==> config.mk <==
export PLATFORM = sky130hd
export DESIGN_NAME = recepcao_serial_n
export DESIGN_NICKNAME = d
export VERILOG_FILES = /design/src/rtl/recepcao_serial_n.sv
export SDC_FILE = /design/constraint.sdc
export NUM_CORES = 1
export LEC_CHECK = 0
export CORE_UTILIZATION = 55
export DETAILED_ROUTE_END_ITERATION = 12
export DONT_BUFFER_PORTS = 1
export GPL_ROUTABILITY_DRIVEN = 0
export MAX_ROUTING_LAYER = met4
export PLACE_DENSITY_LB_ADDON = 0.05
export SYNTH_ARGS = -nofsm -noshare
export SYNTH_HDL_FRONTEND = slang
export SYNTH_SLANG_ARGS = --single-unit
==> constraint.sdc <==
create_clock -name clock -period 4.3 [get_ports clock]
set_input_delay 0.645 -clock clock [delete_from_list [all_inputs] [get_ports clock]]
set_output_delay 0.645 -clock clock [all_outputs]
set_load 0.005 [all_outputs]
==> src/rtl/recepcao_serial_n.sv <==
// Serial (UART-style) receiver that assembles BYTES_PALAVRA bytes into one word.
// Frames are start + DATA_BITS data (LSB first) + optional parity + stop.
// Errors discard the partial word. palavra changes only when a word completes.
module recepcao_serial_n #(
    parameter int CLK_P_BIT     = 5208,
    parameter int DATA_BITS     = 8,
    parameter int PARIDADE      = 1,
    parameter int BYTES_PALAVRA = 2,
    parameter int TIMEOUT_BITS  = 20
) (
    input  logic                               clock,
    input  logic                               reset,
    input  logic                               habilita,
    input  logic                               rx_serial,
    output logic [DATA_BITS*BYTES_PALAVRA-1:0] palavra,
    output logic                               pronto,
    output logic                               erro_paridade,
    output logic                               erro_quadro,
    output logic                               erro_timeout,
    output logic [3:0]                         db_estado
);

    localparam int WORD_W  = DATA_BITS * BYTES_PALAVRA;
    localparam int GAP_CYC = TIMEOUT_BITS * CLK_P_BIT;
    localparam int MEIO    = (CLK_P_BIT / 2 > 0) ? CLK_P_BIT / 2 : 1;
    localparam int CW      = (CLK_P_BIT > 1) ? $clog2(CLK_P_BIT) : 1;
    localparam int GW      = (GAP_CYC > 1) ? $clog2(GAP_CYC) : 1;
    localparam int BW      = (DATA_BITS > 1) ? $clog2(DATA_BITS) : 1;
    localparam int IW      = (BYTES_PALAVRA > 1) ? $clog2(BYTES_PALAVRA) : 1;

    localparam logic [CW-1:0] BIT_FIM  = CW'(CLK_P_BIT - 1);
    localparam logic [CW-1:0] MEIO_FIM = CW'(MEIO - 1);
    localparam logic [GW-1:0] GAP_FIM  = GW'(GAP_CYC - 1);
    localparam logic [BW-1:0] ULT_BIT  = BW'(DATA_BITS - 1);
    localparam logic [IW-1:0] ULT_IDX  = IW'(BYTES_PALAVRA - 1);

    typedef enum logic [2:0] {
        EST_OCIOSO       = 3'd0,
        EST_START        = 3'd1,
        EST_DADOS        = 3'd2,
        EST_PARIDADE     = 3'd3,
        EST_STOP         = 3'd4,
        EST_ARMAZENA     = 3'd5,
        EST_ESPERA       = 3'd6,
        EST_AGUARDA_ALTO = 3'd7
    } estado_t;

    estado_t               estado;
    logic                  rx_meta;
    logic                  rx_sinc;
    logic                  rx_ant;
    logic [CW-1:0]         cnt_bit;
    logic [GW-1:0]         cnt_gap;
    logic [BW-1:0]         n_bit;
    logic [IW-1:0]         idx;
    logic [DATA_BITS-1:0]  dado;
    logic                  bit_par;
    logic [WORD_W-1:0]     buffer;
    logic [WORD_W-1:0]     buffer_novo;
    logic                  borda;
    logic                  xor_total;
    logic                  paridade_ok;

    assign db_estado = {1'b0, estado};
    assign borda     = rx_ant & ~rx_sinc;
    assign xor_total = (^dado) ^ bit_par;
    assign paridade_ok = (PARIDADE == 1) ? xor_total : ~xor_total;

    // Buffer with the current byte merged into its lane, used by ARMAZENA
    always_comb begin
        buffer_novo = buffer;
        buffer_novo[idx*DATA_BITS +: DATA_BITS] = dado;
    end

    // Two-flop synchroniser plus one delayed copy for falling-edge detection
    always_ff @(posedge clock) begin
        if (!reset) begin
            rx_meta <= 1'b1;
            rx_sinc <= 1'b1;
            rx_ant  <= 1'b1;
        end else begin
            rx_meta <= rx_serial;
            rx_sinc <= rx_meta;
            rx_ant  <= rx_sinc;
        end
    end

    // Reception FSM: bit timing, byte assembly, word output and error pulses
    always_ff @(posedge clock) begin
        if (!reset) begin
            estado        <= EST_OCIOSO;
            cnt_bit       <= '0;
            cnt_gap       <= '0;
            n_bit         <= '0;
            idx           <= '0;
            dado          <= '0;
            bit_par       <= 1'b0;
            buffer        <= '0;
            palavra       <= '0;
            pronto        <= 1'b0;
            erro_paridade <= 1'b0;
            erro_quadro   <= 1'b0;
            erro_timeout  <= 1'b0;
        end else begin
            pronto        <= 1'b0;
            erro_paridade <= 1'b0;
            erro_quadro   <= 1'b0;
            erro_timeout  <= 1'b0;
            case (estado)
                EST_OCIOSO: begin
                    if (habilita && borda) begin
                        estado  <= EST_START;
                        cnt_bit <= '0;
                        n_bit   <= '0;
                    end
                end
                EST_START: begin
                    if (cnt_bit == MEIO_FIM) begin
                        cnt_bit <= '0;
                        n_bit   <= '0;
                        if (rx_sinc) begin
                            estado <= EST_OCIOSO;
                        end else begin
                            estado <= EST_DADOS;
                        end
                    end else begin
                        cnt_bit <= cnt_bit + 1'b1;
                    end
                end
                EST_DADOS: begin
                    if (cnt_bit == BIT_FIM) begin
                        cnt_bit <= '0;
                        dado    <= {rx_sinc, dado[DATA_BITS-1:1]};
                        if (n_bit == ULT_BIT) begin
                            if (PARIDADE != 0) begin
                                estado <= EST_PARIDADE;
                            end else begin
                                estado <= EST_STOP;
                            end
                        end else begin
                            n_bit <= n_bit + 1'b1;
                        end
                    end else begin
                        cnt_bit <= cnt_bit + 1'b1;
                    end
                end
                EST_PARIDADE: begin
                    if (cnt_bit == BIT_FIM) begin
                        cnt_bit <= '0;
                        bit_par <= rx_sinc;
                        estado  <= EST_STOP;
                    end else begin
                        cnt_bit <= cnt_bit + 1'b1;
                    end
                end
                EST_STOP: begin
                    if (cnt_bit == BIT_FIM) begin
                        cnt_bit <= '0;
                        // Framing error outranks parity error
                        if (!rx_sinc) begin
                            erro_quadro <= 1'b1;
                            buffer      <= '0;
                            idx         <= '0;
                            estado      <= EST_AGUARDA_ALTO;
                        end else if ((PARIDADE != 0) && !paridade_ok) begin
                            erro_paridade <= 1'b1;
                            buffer        <= '0;
                            idx           <= '0;
                            estado        <= EST_AGUARDA_ALTO;
                        end else begin
                            estado <= EST_ARMAZENA;
                        end
                    end else begin
                        cnt_bit <= cnt_bit + 1'b1;
                    end
                end
                EST_ARMAZENA: begin
                    if (idx == ULT_IDX) begin
                        palavra <= buffer_novo;
                        pronto  <= 1'b1;
                        buffer  <= '0;
                        idx     <= '0;
                        estado  <= EST_OCIOSO;
                    end else begin
                        buffer  <= buffer_novo;
                        idx     <= idx + 1'b1;
                        cnt_gap <= '0;
                        estado  <= EST_ESPERA;
                    end
                end
                EST_ESPERA: begin
                    // A start edge wins over a timeout expiring in the same cycle
                    if (borda) begin
                        cnt_bit <= '0;
                        n_bit   <= '0;
                        estado  <= EST_START;
                    end else if (cnt_gap == GAP_FIM) begin
                        erro_timeout <= 1'b1;
                        buffer       <= '0;
                        idx          <= '0;
                        estado       <= EST_OCIOSO;
                    end else begin
                        cnt_gap <= cnt_gap + 1'b1;
                    end
                end
                EST_AGUARDA_ALTO: begin
                    if (!rx_sinc) begin
                        cnt_bit <= '0;
                    end else if (cnt_bit == BIT_FIM) begin
                        cnt_bit <= '0;
                        estado  <= EST_OCIOSO;
                    end else begin
                        cnt_bit <= cnt_bit + 1'b1;
                    end
                end
                default: begin
                    estado <= EST_OCIOSO;
                end
            endcase
        end
    end

endmodule

==> metrics.txt, run 1 <==
Final Skew 0.008737 ns; sequential share of the synthesized area 44.09%; Switch Pwr 0.2979 mW; RSZ-0062 raised after global routing false; Post-Syn Nets 403; fin crit share 61.98%; Ports 28; DP HPWL 4684 um; first-pass GRT wire length 11560 um; WL/cell 14.85 um; Slew @ Worst Pin 0.9519 ns; Core ar. 6026 um^2; Max-Cap Viols 0; dpl cells 451; crit-path max cell delay 0.77 ns; CP Launch Type flop; Max Freq 375.2 MHz; worst setup margin 1.635 ns; Die H 81.73 um; CTS tree done; pwr/cell area 348.0 nW/um^2; final hold viol count 0; CTS Buffer Depth 2; IO buf count 0; Post-synth EDFFs 0; drt first-iter violations 189; Crit Path Class flop to flop; TNS Setup 0 ns; post-route ant nets 0; syn avg cell area 8.873 um^2; Int Pwr 0.9929 mW; GR Overflow Total 0; CTS buffer count 9; filler cell count 540; WP data arrival 2.89 ns; clock-pin slew on the worst setup and hold paths 0.08 ns; Async SR Flop Fraction 0%; synthesized cell area 3496 um^2; outcome completed; Net Sw Frac 23.08%; worst min path class primary input to flop; # hold bufs at CTS 0; slowest cell on the critical path o21ai_1; minimum clock period 2.665 ns; Placement Setup Slack 1.666 ns; fin nets 396; via count of the first global-routing pass 2409; die area 6679 um^2; H-tree depth 3; initial antenna violation count 0; yosys warns 0; DR vias/cell 5.681; leakage power 1.331 nW; Crit Path Max Fanout 18; detailed-router iteration count before antenna repair 4; post-layout util 61.57%; top-count cell post-synth dfxtp_1; Slew Limit Fails 0; Max transition margin 36.11%; Die W 81.73 um; Clock power frac 42.4%; Vias 2653; maximum vdd drop 0.2970 mV; Initial Util 58.01%; post-synth top area cell dfxtp_1; Worst-Skew Late Latency 0.36 ns; WP data required 4.53 ns; clk sinks 77; Post-synth top cells dfxtp_1 (77), nand2_1 (52), nor2_1 (48); final setup fails 0; layout cell share with drive strength beyond 1 7.653%; routed wire length 6935 um; CTS root buf clkbuf_8; n_diodes 0; largest net degree at the start of global routing 38; Non-Filler Instances 467; largest cells by area after synthesis dfxtp_1 (44%), nand2_1 (5.6%), nor2_1 (5.2%); DRC Markers 0; unique cell type count in the Yosys netlist 50; Gate power share 2.0%; Yosys reg bits 77; synthesized netlist cell count 394; crit-path cells nor2b_1, nand3_1, o21ai_1, and4bb_2, xnor2_1, nor2_1; Yosys top cell area share 44.09%; CTS resizes 0; Global Route Usage Sum 23.93%; Top FF cell, synth dfxtp_1; critical path endpoint category flop; share of power burned in registers 55.7%; P&R area growth vs syn 6.120%; Cell Rows 28; # Post-CTS Setup Buffers 0
[metal layers]
metal	part of all wire, %	vias to the layer above	routed length [um]	track usage, %
li1	-	1365	-	-
met1	51	1223	3516	32.99
met2	43	52	2996	33.06
met3	4.2	13	288	4.778
met4	1.9	0	133	11.75
met5	0	-	0	-
[layout make-up]
cell class              instances  area (um^2)  area share, %
multi-input cells             292         1851          49.88
flip-flops and latches         77         1541          41.55
clock buffers                  10        127.6          3.440
well taps                      75        93.84          2.530
clock inverters                 6        70.07          1.889
inverters                       7        26.28         0.7083
[sequential cells by signal, indices dropped and copies added (netlist names), 3 cells and up]
| signal | flops |
|---|---|
| dado | 8 |
| estado | 3 |
| n_bit | 3 |
| palavra | 16 |
| cnt_gap | 17 |
| cnt_bit | 13 |
| buffer | 8 |
[placed cells by master (no fill, tap or decap), types with 8 or more instances in the layout]
cell,instances
a21oi_1,28
clkbuf_8,9
nor2_1,48
nand2_1,52
xnor2_1,16
xor2_1,13
mux2i_1,11
a22o_1,8
nand3_1,10
o21ai_0,10
dfxtp_1,77
nand4_1,12
[per-stage QoR]
step | area [um^2] | total power [mW] | hold WS, ns
floorplan | 3496 | 0.7566 | 0.3863
global placement | 3512 | 0.7608 | 0.3946
detailed placement | 3512 | 0.7612 | 0.3979
CTS | 3710 | 1.307 | 0.3535
global route | 3710 | 1.337 | 0.3508
finish | 3710 | 1.291 | 0.3664
[critical path: cells and delay by family, from the launching register on]
kind | cells | cell delay (ns)
AND/OR/NAND/NOR | 4 | 0.97
AO/OA/AOI/OAI | 1 | 0.77
flip-flops | 1 | 0.67
XOR/XNOR | 1 | 0.12
[cells by family (layout without fill, tap and decap cells)]
kind of cell / count (synthesis) / after routing / synth area share [%]
AND/OR/NAND/NOR: 181 / 181 / 27.42
flip-flops: 77 / 77 / 44.09
AO/OA/AOI/OAI: 62 / 62 / 11.56
XOR/XNOR: 31 / 31 / 8.590
buffers and inverters: 25 / 23 / 2.970
multiplexers: 12 / 12 / 3.472
adder cells (fa/ha/maj): 5 / 5 / 1.790
other: 1 / 1 / 0.1073
[power groups by stage]
stage	Sequential, mW	Combinational, mW	Clock (mW)
after floorplan	0.733	0.0240	0
after global placement	0.735	0.0254	0
after detailed placement	0.736	0.0257	0
after CTS	0.719	0.0258	0.562
after global routing	0.719	0.0287	0.589
final	0.719	0.0253	0.547
[path summary, 6_finish.rpt]
kind	depth (start not counted)	startpoint	slack (ns)	endpoint
worst max-delay path	6	estado[2]$_SDFFE_PN0P_	1.63	cnt_gap[16]$_SDFFE_PN0P_
worst min-delay path	1	reset	0.37	rx_meta$_SDFF_PN1_
worst max register to register	6	estado[2]$_SDFFE_PN0P_	1.63	cnt_gap[16]$_SDFFE_PN0P_
worst min register to register	1	rx_meta$_SDFF_PN1_	0.42	rx_sinc$_SDFF_PN1_
Power figures use the tool's default switching activity.
==> run 2, diff against run 1 <==
==> constraint.sdc (replaced) <==
create_clock -name clock -period 2.7 [get_ports clock]
set_input_delay 0.405 -clock clock [delete_from_list [all_inputs] [get_ports clock]]
set_output_delay 0.405 -clock clock [all_outputs]
set_load 0.005 [all_outputs]
==> metrics.txt, run 2 (same netlist as run 1, synthesis figures left out) <==
outcome completed; Max Freq 448.7 MHz (+20%); Crit Path Class flop to flop; Max-Cap Viols 0 (unchanged); GR Overflow Total 0 (unchanged); pwr/cell area 567.5 nW/um^2 (+63%); # Post-CTS Setup Buffers 0 (unchanged); worst setup margin 0.4713 ns (-1.164 ns); minimum clock period 2.229 ns (-0.4363 ns); CTS resizes 0 (unchanged); Crit Path Max Fanout 16 (-2); detailed-router iteration count before antenna repair 4 (unchanged); final hold viol count 0 (unchanged); largest net degree at the start of global routing 37 (-2.6%); drt first-iter violations 123 (-35%); routed wire length 6895 um (-0.58%); Hold Slack 0.1265 ns (-0.2400 ns); TNS Setup 0 ns (unchanged); Slew @ Worst Pin 0.6784 ns (-0.2735 ns); CTS tree done; Initial Util 58.01% (unchanged); layout cell share with drive strength beyond 1 9.500% (+1.8 points); n_diodes 0 (unchanged); fin area 3794 um^2 (+2.3%); dominant delay contributor by cell family on the critical path simple AND/OR/NAND/NOR gates; most common cell after layout, fill and taps aside dfxtp_1; Worst-Skew Late Latency 0.36 ns (about the same); Non-Filler Instances 475 (+1.7%); maximum vdd drop 0.3572 mV (+20%); Die H 81.73 um (unchanged); DP Area 3572 um^2 (+1.7%); initial antenna violation count 0 (unchanged); WL/cell 14.52 um (-2.3%); CTS Buffer Depth 2 (unchanged); Vias 2676 (+0.87%); slowest cell on the critical path dfxtp_1; H-tree depth 3 (unchanged); WP data arrival 2.46 ns (-0.43 ns); crit-path cells nor2b_1, nand2_1, o21ai_1, buf_4, nor3b_1, xnor2_1, nor2_1; dpl cells 459 (+1.8%); critical path endpoint category flop; clock-pin slew on the worst setup and hold paths 0.08 ns (about the same); leakage power 1.389 nW (+4.3%); CP Launch Type flop; biggest registers after layout cnt_gap x17, palavra x16, cnt_bit x13; crit-path max cell delay 0.60 ns (-0.17 ns); DR vias/cell 5.634 (-0.83%); Final Skew 0.01302 ns (+0.004285 ns); fin nets 404 (+2.0%); via count of the first global-routing pass 2340 (-2.9%); Die W 81.73 um (unchanged); Global Route Usage Sum 23.01% (-0.91 points); WP buf/inv 1 (+1); clk sinks 77 (unchanged); final setup fails 0 (unchanged); Max transition margin 54.65% (+19 points); worst min path class primary input to flop; IO buf count 0 (unchanged); Placement Setup Slack 0.5196 ns (-1.146 ns); Core ar. 6026 um^2 (unchanged); CTS root buf clkbuf_8; first-pass GRT wire length 11120 um (-3.8%); # hold bufs at CTS 0 (unchanged); Ports 28 (unchanged); WP data required 2.93 ns (-1.60 ns); Power, Total 2.153 mW (+67%); DP HPWL 4757 um (+1.6%); P&R area growth vs syn 8.518%; CTS buffer count 9 (unchanged); die area 6679 um^2 (unchanged); fin crit share 82.54% (+21 points); commonest non-fill, non-tap cells in the layout dfxtp_1 (77), nand2_1 (52), nor2_1 (48); Top reg by flops cnt_gap; max reg flops 17 (unchanged); post-layout util 62.96% (+1.4 points); Cell Rows 28 (unchanged); Slew Limit Fails 0 (unchanged); DRC Markers 0 (unchanged); RSZ-0062 raised after global routing false; post-route ant nets 0 (unchanged)
[run 2: report_power, final]
| part | switching, mW | total [mW] | leakage, nW | internal [mW] |
|---|---|---|---|---|
| Sequential | 0.00445 | 1.14 | 0.621 | 1.14 |
| Combinational | 0.0327 | 0.0466 | 0.661 | 0.0139 |
| Clock | 0.435 | 0.964 | 0.107 | 0.529 |
| Total | 0.472 | 2.15 | 1.39 | 1.68 |
[run 2: path summary, 6_finish.rpt]
path	slack [ns]	startpoint	cells after the start	end
setup / recovery	0.47	estado[2]$_SDFFE_PN0P_	7	cnt_gap[12]$_SDFFE_PN0P_
hold / removal	0.13	reset	1	rx_sinc$_SDFF_PN1_
setup reg to reg	0.47	estado[2]$_SDFFE_PN0P_	7	cnt_gap[12]$_SDFFE_PN0P_
hold reg to reg	0.41	rx_meta$_SDFF_PN1_	1	rx_sinc$_SDFF_PN1_
[run 2: area by class of cell]
class                           instances  area, um^2
Sequential cell                        77        1541
Timing Repair Buffer                    8       60.06
Fill cell                             544        2232
Clock buffer                           10       127.6
Inverter                                7       26.28
Multi-Input combinational cell        292        1851
Clock inverter                          6       93.84
Tap cell                               75       93.84
[run 2: per-layer routing]
metal	vias up	share of wire, %	track usage [%]
met5	-	0	-
li1	1392	-	-
met1	1230	51	31.63
met2	45	42	30.99
met3	9	5.4	8.444
met4	0	1.2	7.193
